===== config.mk =====
export PLATFORM = sky130hd
export DESIGN_NAME = alu_arbiter
export DESIGN_NICKNAME = d
export VERILOG_FILES = /design/src/rtl/alu_arbiter.sv
export SDC_FILE = /design/constraint.sdc
export NUM_CORES = 1
export LEC_CHECK = 0
export CORE_MARGIN = 1
export CORE_UTILIZATION = 43
export CTS_CLUSTER_SIZE = 24
export DETAILED_ROUTE_END_ITERATION = 12
export PLACE_DENSITY_LB_ADDON = 0.1
export SLEW_MARGIN = 30
export SYNTH_ARGS = -nofsm -noshare
export SYNTH_HDL_FRONTEND = slang
export SYNTH_SLANG_ARGS = --single-unit
export TNS_END_PERCENT = 1

===== constraint.sdc =====
create_clock -name clk -period 5.1 [get_ports clk]
set_clock_uncertainty 0.1 [all_clocks]
set_input_delay 0.765 -clock clk [delete_from_list [all_inputs] [get_ports clk]]
set_output_delay 0.765 -clock clk [all_outputs]
set_load 0.05 [all_outputs]

===== src/rtl/alu_arbiter.sv =====
// rtl/alu_arbiter.sv - round-robin arbiter sharing one start/done ALU between two requesters
module alu_arbiter #(
    parameter int TIMEOUT = 16
) (
    input  logic        clk,
    input  logic        reset_n,
    input  logic        req0_valid,
    output logic        req0_ready,
    input  logic [7:0]  req0_a,
    input  logic [7:0]  req0_b,
    input  logic [2:0]  req0_op,
    input  logic        req1_valid,
    output logic        req1_ready,
    input  logic [7:0]  req1_a,
    input  logic [7:0]  req1_b,
    input  logic [2:0]  req1_op,
    output logic        rsp0_valid,
    output logic [15:0] rsp0_result,
    output logic        rsp0_err,
    output logic        rsp1_valid,
    output logic [15:0] rsp1_result,
    output logic        rsp1_err,
    output logic        alu_start,
    output logic [2:0]  alu_op,
    output logic [7:0]  alu_a,
    output logic [7:0]  alu_b,
    input  logic        alu_done,
    input  logic [15:0] alu_result,
    output logic        busy
);
    localparam int TW = $clog2(TIMEOUT);

    typedef enum logic [1:0] {IDLE, BUSY, RESP} state_t;

    state_t      state, state_nx;
    logic        rr_ptr;
    logic        id;
    logic [TW-1:0] timer;
    logic [15:0] result;
    logic        err;

    logic        grant, grant_any, accept, is_alu, timeout;
    logic [2:0]  acc_op;
    logic [7:0]  acc_a, acc_b;

    // Contention goes to rr_ptr; a lone requester is served regardless of rr_ptr.
    always_comb begin
        grant_any  = req0_valid | req1_valid;
        grant      = (req0_valid && req1_valid) ? rr_ptr : req1_valid;
        req0_ready = (state == IDLE) && grant_any && !grant;
        req1_ready = (state == IDLE) && grant_any && grant;
        accept     = req0_ready | req1_ready;
        acc_op     = grant ? req1_op : req0_op;
        acc_a      = grant ? req1_a  : req0_a;
        acc_b      = grant ? req1_b  : req0_b;
        is_alu     = (acc_op != 3'd0) && (acc_op <= 3'd4);
        timeout    = (state == BUSY) && !alu_done && (timer == TW'(TIMEOUT - 1));
    end

    always_ff @(posedge clk or negedge reset_n) begin
        if (!reset_n) state <= IDLE;
        else          state <= state_nx;
    end

    always_comb begin
        state_nx = state;
        case (state)
            IDLE:    if (accept) state_nx = is_alu ? BUSY : RESP;
            BUSY:    if (alu_done || timeout) state_nx = RESP;
            RESP:    state_nx = IDLE;
            default: state_nx = IDLE;
        endcase
    end

    always_ff @(posedge clk or negedge reset_n) begin
        if (!reset_n) begin
            rr_ptr    <= 1'b0;
            id        <= 1'b0;
            timer     <= '0;
            result    <= '0;
            err       <= 1'b0;
            alu_start <= 1'b0;
            alu_op    <= '0;
            alu_a     <= '0;
            alu_b     <= '0;
        end else begin
            case (state)
                IDLE: begin
                    if (accept) begin
                        id     <= grant;
                        rr_ptr <= ~grant;
                        if (is_alu) begin
                            alu_start <= 1'b1;
                            alu_op    <= acc_op;
                            alu_a     <= acc_a;
                            alu_b     <= acc_b;
                        end else begin
                            result <= '0;
                            err    <= (acc_op > 3'd4);
                        end
                    end
                end
                BUSY: begin
                    timer <= timer + 1'b1;
                    // done takes priority over a coincident timeout
                    if (alu_done) begin
                        result    <= alu_result;
                        err       <= 1'b0;
                        alu_start <= 1'b0;
                    end else if (timeout) begin
                        result    <= '0;
                        err       <= 1'b1;
                        alu_start <= 1'b0;
                    end
                end
                default: timer <= '0;
            endcase
        end
    end

    always_comb begin
        rsp0_valid  = (state == RESP) && !id;
        rsp1_valid  = (state == RESP) && id;
        rsp0_result = rsp0_valid ? result : 16'h0;
        rsp0_err    = rsp0_valid & err;
        rsp1_result = rsp1_valid ? result : 16'h0;
        rsp1_err    = rsp1_valid & err;
        busy        = (state != IDLE);
    end
endmodule


==> flow_results.org <==
** Clock tree
- Root Buffer :: sky130_fd_sc_hd__clkbuf_8
- For the worst-skew pair, the clock arrives at the later sink with an insertion delay of a little under 300 ps.
- Once the clock tree was built, the setup fixing pass inserted 0 buffers.
- Count of hold-fix buffers inserted at cts :: 0
- Post-CTS repair changed the size of 0 cells.
- In this run the number of H-tree levels came out at 2.
- Clock-pin slew was measured on the worst setup and hold paths at around 80 ps.
- TritonCTS created 5 clock buffers.
- Counting every sink on the clock net gives 45.
- Clock tree from TritonCTS :: done
- Maximum buffer depth of the clock tree :: 2

** Setup path
- CP Cell Sequence :: clkdlybuf4s50_1, nand2b_1, nand2_1, nor2_1, clkdlybuf4s50_1
- Number of cells traversed by the worst register-to-register path :: 7
- Count of cell instances traversed by the critical path :: 5
- On the critical path, the stage with the largest delay is an instance of sky130_fd_sc_hd__clkdlybuf4s50_1.
- Maximum single-stage delay on the critical path :: between 800 and 900 ps
- For the worst setup path, the data arrival time is 3020 ps.
- Launching element type of the critical path :: input pin
- Maximum fanout along the worst path :: 20
- The worst setup path is captured at a primary output.
- Following the worst setup path forward leads to its endpoint at req1_ready.
- Grouping stages by cell kind, the critical path spends the most delay in buffers and inverters.
- Data required time at the worst endpoint :: 4240 ps
- Worst reg2reg path startpoint :: rr_ptr$_DFFE_PN0P_
- The critical path starts at req0_valid.
- Class of the most critical setup path :: input pin to primary output
- The endpoint identified for the worst register-to-register timing path is result[2]$_DFFE_PN0P_.
- CP dominant cell by count :: sky130_fd_sc_hd__clkdlybuf4s50_1
- Worst-case register-to-register setup slack :: roughly 2000 ps
- Together, buffers and inverters on the worst path number 2.

** Detailed routing
- Initial DRC Count :: around 110
- For this run, the detailed router's first-pass iteration total came to 4.
- For this block, the routed nets add up to between 6 and 7 mm of wire.
- Number of antenna-violating nets in the routed design :: 0
- Routed wire per std cell :: approximately 15 um
- Final routed DRC violation total :: 0
- Number of vias per cell :: approximately 5.3
- Total number of vias :: 2215

** Placement
- Once detailed placement completed, the half-perimeter wirelength came to roughly 4.4 mm.
- OpenSTA, run right after detailed placement, puts the worst setup slack at roughly 1200 ps.
- In this run the cell area measured after placement is ~3500 sq um.
- Number of cells in the design after placement :: 408
- During placement, the flow inserted port buffers numbering 117.
- Gpl congestion :: approximately 0.8

** Synth
- The synthesized design contains 45 register bits.
- Net count of the mapped netlist :: about 300
- The netlist uses 30 different library cells.
- Post-synthesis share of cell area spent on full adders, half adders and majority gates :: 0.0109
- Measured against the total synthesized area, the mux share comes to 0.0130.
- Synthesis produced 240 cells.
- Avg Cell Area, Syn :: 9.60 sq um
- Of the total synthesized cell area, the portion taken by XOR and XNOR cells is 0.0114.
- Compound-cell area share of the yosys netlist :: 0.229
- Of the total synthesized cell area, the portion taken by AND, OR, NAND and NOR gates is 0.188.
- Seq/Total Area, Yosys :: 0.489
- By area, the combinational part of the netlist is dominated by compound AO/OA/AOI/OAI gates.
- Synthesis warning total :: 0
- Total standard cell area after synthesis :: between 2000 and 2500 sq um

** Job
- Across the run, the number of max-cap violations was 0.

** Cells and area
- The finished cells cover 3610 sq um.
- Final #Nets :: approximately 410
- Synthesis-to-finish area growth :: 56.8%
- Layout cell share with drive strength beyond 1 :: 0.0462
- The finished layout holds ~420 standard cells, fillers aside.
- Count of antenna diodes in the layout :: 0

** Pwr
- Power per standard cell area :: a little over 600 nW/um^2
- IR analysis of the VDD net gives a maximum drop of between 0.3 and 0.4 mV.
- Reported leakage power :: approximately 1.5 nW

** GRT
- Entering global routing, the biggest net connects 46 pins.
- The first global-routing pass estimated a little under 10 mm of wire.
- The number of global-route vias before repair came to roughly 2000.
- In the global route stage, overall resource usage came out at 0.231.
- Summed over all layers, the global routing overflow is 0.
- Number of antenna violations at the first check in global routing :: 0

** Outcome
- Run status :: complete, no violations

** STA
- Shortest period the worst path allows :: 3880 ps
- The final hold violation count came to 0.
- Setup violations remaining at the end of the flow were counted as 0.
- Setup repair after global routing missed its margin :: no
- Adding up every negative setup slack in the final design gives 0 ps.
- Count of pins over their slew limit :: 0
- Least setup slack across all paths after layout :: around 1200 ps
- Worst max-slew margin expressed relative to the limit :: 0.411
- In the finished design, the share of the clock period the worst path needs comes to 0.761.
- For the pin with the worst max-slew slack, the measured transition is roughly 900 ps.
- Max frequency :: between 0.2 and 0.3 GHz

** Die
- Die extent in x :: 75.2 um
- Row generation in the floorplan step produced 26 rows.
- Top-level port count :: between 100 and 150
- After floorplanning, the core was sized to cover between 5000 and 6000 sq um.
- The die covers approximately 5700 sq um.
- The die is 75.2 um tall.
- Starting Density :: 0.448

** Hold path
- Worst min-delay path class :: input pin to asynchronous set/reset pin
==> cells in the mapped netlist (all sizes together) <==
master,number,area share
a21o,3,0.0098
a21oi,22,0.048
a221o,1,0.0043
a22o,16,0.061
a31oi,20,0.054
and2,35,0.095
and3,1,0.0027
buf,11,0.032
clkbuf,11,0.018
dfrtp,45,0.49
ha,2,0.011
inv,6,0.0098
mux2i,3,0.013
nand2,4,0.0065
nand2b,2,0.0054
nand3,20,0.043
nand4,1,0.0027
nor2,9,0.016
nor2b,1,0.0027
nor3b,2,0.014
o21a,1,0.0033
o21ai,19,0.041
o21bai,1,0.0033
o2bb2ai,1,0.0038
xnor2,1,0.0038
xor2,2,0.0076
==> layout make-up <==
type / instances / area [sq um]
fill: 450 / 1530
timing repair buffer: 120 / 1190
sequential: 45 / 1130
multi-input combinational: 167 / 1050
tap: 70 / 87.6
clock buffer: 5 / 68.8
clock inverter: 3 / 68.8
inverter: 6 / 22.5
==> routing by layer <==
layer  global-route usage  vias to the layer above  wire, um  part of all wire
met5                    0                        -         0                 0
met4               0.0494                        0        42            0.0066
met3               0.0549                        4       439             0.069
met2                0.393                       93      3170              0.50
met1                0.303                     1056      2680              0.42
li1                     -                     1062         -                 -
==> report_power, final <==
part / total, mW / switching (mW) / internal (mW)
Sequential: 0.663 / 0.136 / 0.526
Combinational: 1.21 / 0.773 / 0.432
Clock: 0.323 / 0.125 / 0.197
==> cells by family after synthesis <==
| family | count (synthesis) |
|---|---|
| AOI/OAI and AO/OA | 84 |
| xor gates and xnor gates | 3 |
| DFF | 45 |
| and+or+nand+nor | 75 |
| buffers and inverters | 28 |
| muxes | 3 |
| adders and majority gates | 2 |
==> cell usage in the layout, fill, tap and decap left out, drive strengths merged <==
cell,n
a21oi,22
a221o,1
clkdlybuf4s50,116
a22o,16
and2,35
nand3,20
and3,1
nand2,4
bufinv,2
xor2,2
a21o,3
o21bai,1
nor2b,1
nand4,1
mux2i,3
nor2,9
ha,2
clkbuf,5
o21a,1
nor3b,2
o21ai,19
a31oi,20
nand2b,2
xnor2,1
buf,4
inv,7
o2bb2ai,1
dfrtp,45
==> per-stage QoR <==
stage / hold WS [ps] / util / total power [mW]
6_report: 366 / 0.703 / 2.19
4_1_cts: 377 / 0.702 / 2.20
3_3_place_gp: 368 / 0.675 / 1.85
5_1_grt: 406 / 0.703 / 2.32
2_1_floorplan: 369 / - / 1.49
3_5_place_dp: 374 / 0.675 / 1.87
==> sequential cells by signal, summed over array words and instances, names as in the netlist <==
name / count
alu_b: 8
state: 2
alu_a: 8
id: 1
result: 16
err: 1
alu_start: 1
alu_op: 3
timer: 4
rr_ptr: 1
==> how the worst min path moves through the flow <==
stage,startpoint,to,depth (start not counted)
global placement,alu_start$_DFFE_PN0P_,alu_start$_DFFE_PN0P_,1
detailed placement,alu_start$_DFFE_PN0P_,alu_start$_DFFE_PN0P_,1
global route,reset_n,result[2]$_DFFE_PN0P_,1
finish,reset_n,timer[1]$_DFFE_PN0P_,1
floorplan,reset_n,alu_a[0]$_DFFE_PN0P_,0
CTS,reset_n,result[2]$_DFFE_PN0P_,1
Power figures use the tool's default switching activity.
